==> config.mk <==
export PLATFORM = sky130hd
export DESIGN_NAME = fifo_wr_arb
export DESIGN_NICKNAME = d
export VERILOG_FILES = /design/src/rtl/fifo_wr_arb.sv
export SDC_FILE = /design/constraint.sdc
export NUM_CORES = 1
export LEC_CHECK = 0
export CAP_MARGIN = 20
export CORE_ASPECT_RATIO = 0.8
export CORE_MARGIN = 2
export CORE_UTILIZATION = 37
export DETAILED_ROUTE_END_ITERATION = 8
export PLACE_DENSITY = 0.84
export SLEW_MARGIN = 10
export SYNTH_ARGS = -nofsm -noshare
export SYNTH_HDL_FRONTEND = slang
export SYNTH_SLANG_ARGS = --single-unit
==> constraint.sdc <==
create_clock -name wr_clk -period 2.9 [get_ports wr_clk]
set_clock_uncertainty 0.05 [all_clocks]
set_input_delay 0.58 -clock wr_clk [delete_from_list [all_inputs] [get_ports wr_clk]]
set_output_delay 0.58 -clock wr_clk [all_outputs]
set_load 0.01 [all_outputs]
==> src/rtl/fifo_wr_arb.sv <==
// rtl/fifo_wr_arb.sv - round-robin burst arbiter sharing the async FIFO write port
// Optional packet lock (hold grant until req_last): define FIFO_ARB_PKT_LOCK_EN.
module fifo_wr_arb #(
    parameter int WIDTH     = 8,
    parameter int NUM_REQ   = 4,
    parameter int BURST_MAX = 4
) (
    input  logic                         wr_clk,
    input  logic                         rst_n,
    input  logic [NUM_REQ-1:0]           req_valid_i,
    input  logic [NUM_REQ*WIDTH-1:0]     req_data_i,
    input  logic [NUM_REQ-1:0]           req_last_i,
    output logic [NUM_REQ-1:0]           req_ready_o,
    input  logic                         fifo_full_i,
    output logic                         fifo_wr_en_o,
    output logic [WIDTH-1:0]             fifo_wdata_o,
    output logic [$clog2(NUM_REQ)-1:0]   grant_id_o,
    output logic                         busy_o
);

    localparam int IDW = $clog2(NUM_REQ);
    localparam int CW  = (BURST_MAX > 1) ? $clog2(BURST_MAX) : 1;
    localparam logic [CW-1:0] CNT_MAX = CW'(BURST_MAX - 1);

    typedef enum logic {IDLE, XFER} state_t;

    state_t         state_q, state_d;
    logic [IDW-1:0] owner_q, owner_d;
    logic [IDW-1:0] last_owner_q, last_owner_d;
    logic [CW-1:0]  beat_cnt_q, beat_cnt_d;
    logic [IDW-1:0] pick_id;
    logic [WIDTH-1:0] owner_data;
    logic           beat;

    assign owner_data = req_data_i[int'(owner_q)*WIDTH +: WIDTH];
    assign grant_id_o = owner_q;
    assign busy_o     = (state_q == XFER);

    // Descending scan so the candidate closest after last_owner_q wins.
    always_comb begin
        pick_id = '0;
        for (int k = NUM_REQ; k >= 1; k--) begin
            if (req_valid_i[(int'(last_owner_q) + k) % NUM_REQ]) begin
                pick_id = IDW'((int'(last_owner_q) + k) % NUM_REQ);
            end
        end
    end

    always_comb begin
        state_d      = state_q;
        owner_d      = owner_q;
        last_owner_d = last_owner_q;
        beat_cnt_d   = beat_cnt_q;
        req_ready_o  = '0;
        fifo_wr_en_o = 1'b0;
        fifo_wdata_o = '0;
        beat         = 1'b0;
        case (state_q)
            IDLE: begin
                if (|req_valid_i) begin
                    state_d    = XFER;
                    owner_d    = pick_id;
                    beat_cnt_d = '0;
                end
            end
            XFER: begin
                req_ready_o[owner_q] = !fifo_full_i;
                beat                 = req_valid_i[owner_q] && !fifo_full_i;
                fifo_wr_en_o         = beat;
                if (beat) fifo_wdata_o = owner_data;
`ifdef FIFO_ARB_PKT_LOCK_EN
                if (beat) begin
                    if (req_last_i[owner_q]) begin
                        state_d      = IDLE;
                        last_owner_d = owner_q;
                    end else if (beat_cnt_q != CNT_MAX) begin
                        beat_cnt_d = beat_cnt_q + CW'(1);
                    end
                end
`else
                // A dropped valid releases even when full, so it is tested first.
                if (!req_valid_i[owner_q]) begin
                    state_d      = IDLE;
                    last_owner_d = owner_q;
                end else if (beat) begin
                    if (req_last_i[owner_q] || beat_cnt_q == CNT_MAX) begin
                        state_d      = IDLE;
                        last_owner_d = owner_q;
                    end else begin
                        beat_cnt_d = beat_cnt_q + CW'(1);
                    end
                end
`endif
            end
            default: state_d = IDLE;
        endcase
    end

    always_ff @(posedge wr_clk or negedge rst_n) begin
        if (!rst_n) begin
            state_q      <= IDLE;
            owner_q      <= '0;
            last_owner_q <= IDW'(NUM_REQ - 1);
            beat_cnt_q   <= '0;
        end else begin
            state_q      <= state_d;
            owner_q      <= owner_d;
            last_owner_q <= last_owner_d;
            beat_cnt_q   <= beat_cnt_d;
        end
    end

endmodule

# After elaboration in Yosys (flattened, before gate mapping)
# Index checks and enable logic that the tools add are counted.
# classes
add_sub_neg	5
magnitude_cmp	6
eq_ne	7
shift	1
muxes	39
n_bitwise	6
n_reduce_logical	12
# op_table
operator	n
$shiftx A32 B6 Y8	1
$mux W2	11
$lt A3 B4 Y1 const B	4
$mux W1	16
$mux W8	2
$bmux W1 S2	6
$ne A2 B1 Y1 const B	4
$reduce_or A2 Y1	4
$add A2 B1 Y2 const B	3
$add A2 B2 Y2 const B	2
$and A1 B1 Y1 const A	4
$and A4 B4 Y4	1
$mux W4	1
$ne A2 B2 Y1 const B	2
$pmux W2 S2	1
$reduce_and A4 Y1	1
$reduce_or A4 Y1	1
$lt A2 B3 Y1 const B	1
$reduce_and A3 Y1	1
$demux W1 S2	1
$eq A2 B2 Y1 const B	1
$ge A2 B1 Y1 const B	1
$logic_and A1 B1 Y1	2
$pmux W1 S2	1
4 further kinds	4
# word_totals
regBits	7
input_bits	43

# Logic depth before layout (Yosys ltp)
# depth
word_depth	10
depth_mapped	5
mapped_depth_nobuf	3

# Worst setup path before layout
# OpenSTA, ideal clock, no wires.
# synth_path
kind	register -> output
start	register owner_q[0], in the netlist grant_id_o[0]
end	output fifo_wdata_o[0]
arrival_ns	1.483
t_required_ns	2.270
slack_ns	0.787
stages_incl_launch_ff	5
cell_sequence	dfrtp_1 buf_6 buf_2 mux4_2 and3_1
# synth_via
elab_chain_cells	5
elab_cells_between_ends	6
cone_classes	shift: 1; mux: 4; reduce/logical: 1
# synth_rtl
element	line_no	source
start: declaration	28	logic [IDW-1:0] owner_q, owner_d;
start signal: assignment	107	owner_q <= owner_d;
branches (longest 3 deep; another with $shiftx A32 B6 Y8)	n/a	
$mux W8 (*)	70	if (beat) fifo_wdata_o = owner_data;
$mux W8 (*)	58	case (state_q)
end: declaration	16	output logic [WIDTH-1:0] fifo_wdata_o,
# Mark *: on every way between the ends. The select of a mux whose other input is x is not followed.

# Worst setup path after layout
# layout_path
start	input req_valid_i[3]
end	output fifo_wdata_o[1]
# layout_via
elab_chain_cells	5
# layout_rtl
element	line_no	source
start: declaration	10	input logic [NUM_REQ-1:0] req_valid_i,
$bmux W1 S2	68	beat = req_valid_i[owner_q] && !fifo_full_i;
$mux W1 (not written as such)	68	
$logic_and A1 B1 Y1	68	
$mux W8	70	
$mux W8	58	
# No other way between the ends. The select of a mux whose other input is x is not followed.

==> impl_metrics.json <==
{
  "status": "finished, final reports clean",
  "die_area_um2": 2590,
  "synth_cell_types": 31,
  "drive_gt1_frac": 0.163,
  "critPathRequiredTime_ns": 2.27,
  "ys.flop_type": "dfrtp_1",
  "cp_top_family": "buffers and inverters",
  "rr_worst_depth": 4,
  "dp.final_hpwl_um": 2200,
  "clk_latency_ns": 0.27,
  "grt_pass1_vias": 960,
  "yosysWarnings": 0,
  "vias": 1011,
  "syn_avg_cell_area_um2": 10.2,
  "diodes": 0,
  "grt_use_met3": 0.0682,
  "die_width_um": 56.4,
  "setup.worst_path.end_class": "output port",
  "cts_buffers": 3,
  "timing.final.crit_period_ns": 2.86,
  "clkTransAtPathRegs_ns": 0.05,
  "ys_ff_latch": 7,
  "tightest_slew_ns": 0.541,
  "routed_wirelength_um": 2970,
  "max_cap_violations": 0,
  "final_cell_mix": "clkdlybuf4s50_1, buf_4, and3_1, nor2_1, o21ai_0",
  "place_ws_ns": -0.0955,
  "hold_violations": 0,
  "cp_num_buf_inv": 3,
  "busiest_layer": "met2",
  "antenna_found_initial": 0,
  "via_per_inst": 5.88,
  "dr.pass1.iters": 4,
  "wire_per_inst_um": 17.3,
  "worstReg2RegEnd": "beat_cnt_q[0]$_DFFE_PN0P_",
  "r2r-start": "grant_id_o[1]$_DFFE_PN0P_",
  "hp-class": "flip-flop to flip-flop",
  "clock-sinks": 7,
  "area_growth_pct": 87.7,
  "ant_nets": 0,
  "ys_seq_area_frac": 0.219,
  "critPathMaxStageDelay_ns": 0.57,
  "numPortBuffers": 58,
  "holdWs_ns": 0.443,
  "initial_core_util": 0.383,
  "grt_max_degree": 11,
  "io_pins": 59,
  "timing.fmax_mhz": 350,
  "finalNonFillerCells": 172,
  "grt.total_usage": 0.233,
  "min_from": "beat_cnt_q[0]$_DFFE_PN0P_",
  "synth_nets": 124,
  "final_common_cell": "clkdlybuf4s50_1",
  "max_slew_margin": 0.636,
  "gr-usage-met1": 0.292,
  "netlist_instances": 80,
  "grt_pass1_wl_um": 4450,
  "synthArstFlopShare": 1.00,
  "vdd_ir_drop_max_mv": 0.414,
  "rsz0062_at_grt": "false",
  "placedCellCount": 166,
  "path_cells": "clkdlybuf4s50_1 -> mux4_2 -> buf_4 -> and3_1 -> dlygate4sd2_1",
  "gp_congestion": 0.847,
  "slew_viol_final": 0,
  "cts_tree": "yes",
  "fin_ws_ns": 0.0442,
  "root_buffer": "clkbuf_4",
  "dpl-instance-area_um2": 1460,
  "worstSetupPathType": "input port to output port",
  "r2r_setup_slack_ns": 1.00,
  "final_area_um2": 1520,
  "cpMaxStageDelayCell": "mux4_2",
  "whs_endpoint": "beat_cnt_q[0]$_DFFE_PN0P_",
  "clock_path_buffers": 2,
  "first_iter_violations": 59,
  "num-nets-final": 192,
  "setup-violations-final": 0,
  "whs_path_depth": 1,
  "grt.overflow.total": 0,
  "cp-start-kind": "input port",
  "die_y_um": 45.9,
  "drc_errors": 0,
  "final_core_util": 0.719,
  "rows": 15,
  "p_leak_nw": 0.723,
  "netlist_area_um2": 812,
  "worstPathMaxFanout": 4,
  "p_per_area_nw_per_um2": 697,
  "use_met2": 0.386,
  "coreArea_um2": 2120,
  "htree_num_levels": 1,
  "min_period_over_period": 0.985,
  "hold_buffers": 0,
  "synth-edff-count": 0,
  "arrival_ns": 2.23
}
[worst reg2reg max path: stages (launching register included)]
cell and delay (ns):
dfrtp_1 0.58, buf_4 0.25, mux4_2 0.38, nor4b_4 0.34
mux2i_1 0.23
[worst max-delay path by stage]
| stage | startpoint | to | slack (ns) | cells past startpoint |
|---|---|---|---|---|
| finish | req_valid_i[3] | fifo_wdata_o[1] | 0.04 | 5 |
| global route | req_valid_i[3] | fifo_wdata_o[1] | 0.04 | 5 |
| CTS | req_valid_i[3] | fifo_wdata_o[4] | 0.0004 | 4 |
| detailed placement | req_valid_i[0] | fifo_wdata_o[7] | -0.1 | 4 |
| global placement | req_valid_i[0] | fifo_wdata_o[6] | -0.03 | 4 |
| floorplan | grant_id_o[0]$_DFFE_PN0P_ | fifo_wdata_o[0] | 0.79 | 4 |
[layout make-up]
type                    count  area (um2)
well taps                  25        31.3
fillers                   165         597
inverters                   4        15.0
repair buffers             68         663
clock buffers               4        26.3
flip-flops and latches      7         178
multi-input cells          64         611
[metal layers]
| layer | vias to the layer above | routed length [um] |
|---|---|---|
| met5 | - | 0 |
| li1 | 454 | - |
| met1 | 485 | 1230 |
| met3 | 7 | 253 |
| met2 | 65 | 1420 |
| met4 | 0 | 65 |
[cell usage after synthesis (2+ instances only)]
cell type / instances / area [um2]
mux4_1: 4 / 105
dfrtp_1: 5 / 125
mux4_2: 6 / 135
inv_1: 4 / 15.0
mux2i_1: 3 / 30.0
nand2b_1: 3 / 18.8
o211ai_1: 2 / 15.0
nor2_1: 8 / 30.0
dfstp_2: 2 / 52.6
nand2_1: 2 / 7.51
o21ai_0: 8 / 40.0
nor3_1: 2 / 10.0
and3_1: 8 / 50.1
nor2b_1: 3 / 18.8
clkbuf_1: 4 / 15.0
[metrics by stage]
step / total power [W] / TNS (ns)
CTS: 0.00105 / 0
global placement: 0.000913 / -0.256
detailed placement: 0.000938 / -0.675
finish: 0.00106 / 0
floorplan: 0.000640 / 0
global route: 0.00113 / 0
[what timing repair did]
action / in CTS / in global routing
resized for setup: 5 / 5
buffers inserted: 0 / 1
gates cloned: 1 / 0
pin swaps: 0 / 0
endpoints found under the setup margin: 9 / 5
[sequential cells by signal, summed over array words and instances (netlist names)]
name and flops:
last_owner_q 2, beat_cnt_q 2, busy_o 1, grant_id_o 2
[power by group]
| part | internal, W | total [W] | switching (W) |
|---|---|---|---|
| clock | 0.0000530 | 0.0000971 | 0.0000441 |
| sequential | 0.000152 | 0.000218 | 0.0000664 |
| combinational | 0.000433 | 0.000747 | 0.000314 |
[kinds of logic (layout without fill, tap and decap cells)]
logic type	Yosys count	count (layout)	share of synthesized area
AOI/OAI and AO/OA	17	17	0.136
DFF	7	7	0.219
muxes	14	15	0.347
adders and majority gates	1	1	0.0154
buffers and inverters	10	76	0.0570
and+or+nand+nor	31	31	0.227
No activity file was read; power rests on OpenSTA's default activity.
==> RTL edit (same flow settings) <==
The parameter `WIDTH` goes from 8 to 6.
--- a/src/rtl/fifo_wr_arb.sv
+++ b/src/rtl/fifo_wr_arb.sv
@@ -3,3 +3,3 @@
 module fifo_wr_arb #(
-    parameter int WIDTH     = 8,
+    parameter int WIDTH     = 6,
     parameter int NUM_REQ   = 4,
Interface: changed (resized fifo_wdata_o and req_data_i); port bits go from 59 to 49. No check against the original RTL was run, so the function may have changed too.
==> RTL edit against the original RTL <==
Sequential cell count is the same. Count of clock-buffer cells in the layout is the same. Largest cell class unchanged. Final cell count shrank 17%. Routed wire length shrank 27%. Total power shrank 13%. Setup slack gained 0.012 ns. Final area shrank 17%. Area after synthesis shrank 17%.
==> RTL edit: results (changes against the original RTL) <==
----------------------------------------------------
[Outcome]
  Run status ... finished clean (unchanged)

[Place]
  Post-DP HPWL ... 1730 um (was 2200 um)
  Global placement routability congestion ... 0.863 (was 0.847)
  Cell area after placement ... 0.00122 mm^2 (was 0.00146 mm^2)
  Worst setup slack before clock tree synthesis ... 0.0298 ns (was -0.0955 ns)

[Timing]
  Worst Slack Setup Final ... 0.0564 ns (was 0.0442 ns)
  Minimum hold slack ... 0.446 ns (was 0.443 ns)

[Global routing]
  Number of global-route vias before repair ... 719 (was 960)
  Largest net degree at the start of global routing ... 16 (was 11)
  GRT Total Usage ... 20.4% (was 23.3%)
  First-pass GRT wire length ... 3290 um (was 4450 um)

[Synth]
  Number of instances in the synthesized netlist ... 63 (was 80)
  Leading cell types by total area after synthesis ... mux4_2 (23%), dfrtp_1 (19%), dfstp_2 (7.8%) (was mux4_2 (17%), dfrtp_1 (15%), mux4_1 (13%))
  Cell variety after synth ... 27 (was 31)
  Seq/Total Area, Yosys ... 26.3% (was 21.9%)
  Net Count, Synth ... 99 (was 124)

[Cells and area]
  Count of placed standard cells in the final layout, fillers left out ... 142 (was 172)
  Proportion of cell area spent on the clock network ... 2.08% (was 1.72%)
  Multi-input combinational area share ... 36.7% (was 40.1%)
  Sequential fraction of total cell area ... 14.2% (was 11.7%)
  Number of ordinary and repair buffers in the finished layout ... 56 (was 68)
  Final net count ... 157 (was 192)
  Fraction of final layout cells sized beyond drive strength 1 ... 21.7% (was 16.3%)
  Final-layout fill cell count ... 111 (was 165)

[Power]
  Peak supply drop ... 0.000538 V (was 0.000414 V)

[Routing]
  Uppermost routed layer ... met3 (was met4)
  Met2 wirelength from detailed routing ... 1010 um (was 1420 um)
  Sum of routed wire segments on met1 ... 927 um (was 1230 um)
  DR WL met3 ... 238 um (was 253 um)
  Count of routing violations after the opening detailed-route iteration ... 16 (was 59)

[Die]
  Core area ... 0.00168 mm^2 (was 0.00212 mm^2)

[Worst setup path]
  WP data arrival ... 2.21 ns (was 2.23 ns)
  Capturing point of the worst reg2reg path ... last_owner_q[0] (was beat_cnt_q[0])
  Worst setup path end ... fifo_wdata_o[2] (was fifo_wdata_o[1])
  Flop-to-flop setup slack ... 0.89 ns (was 1.00 ns)
  Crit Path Max Fanout ... 6 (was 4)

[Worst hold path]
  Number of stages on the worst hold path ... 1 (unchanged)

[Clock network]
  Clock latency at the later pin of the worst-skew pair ... 0.25 ns (was 0.27 ns)
  Number of resized instances in the post-cts repair step ... 0 (was 5)

----------------------------------------------------
-- RTL edit: routing by layer --
layer / GRT usage (%) / up-vias
met3: 6.07 / 0
met5: 0 / -
met4: 7.89 / 0
li1: - / 361
met1: 23.4 / 345
met2: 35.1 / 37
-- RTL edit: worst max-delay path: stages --
cell	delay, ns
clkdlybuf4s50_1	0.41
mux4_2	0.55
and3_1	0.20
clkdlybuf4s50_1	0.47
-- RTL edit: logic make-up (layout without fill, tap and decap cells) --
family	after synthesis	after routing	synth area share, %
AOI/OAI and AO/OA	11	11	12.2
muxes	13	13	35.0
and+or+nand+nor	24	24	19.4
DFF	7	7	26.3
adders and majority gates	1	1	1.85
buffers and inverters	7	64	5.18
-- RTL edit: power by group --
| group | switching (mW) | leakage, nW | total (mW) | internal, mW |
|---|---|---|---|---|
| Sequential | 0.0953 | 0.0825 | 0.250 | 0.155 |
| Clock | 0.0400 | 0.0150 | 0.0928 | 0.0528 |
| Combinational | 0.215 | 0.493 | 0.576 | 0.361 |
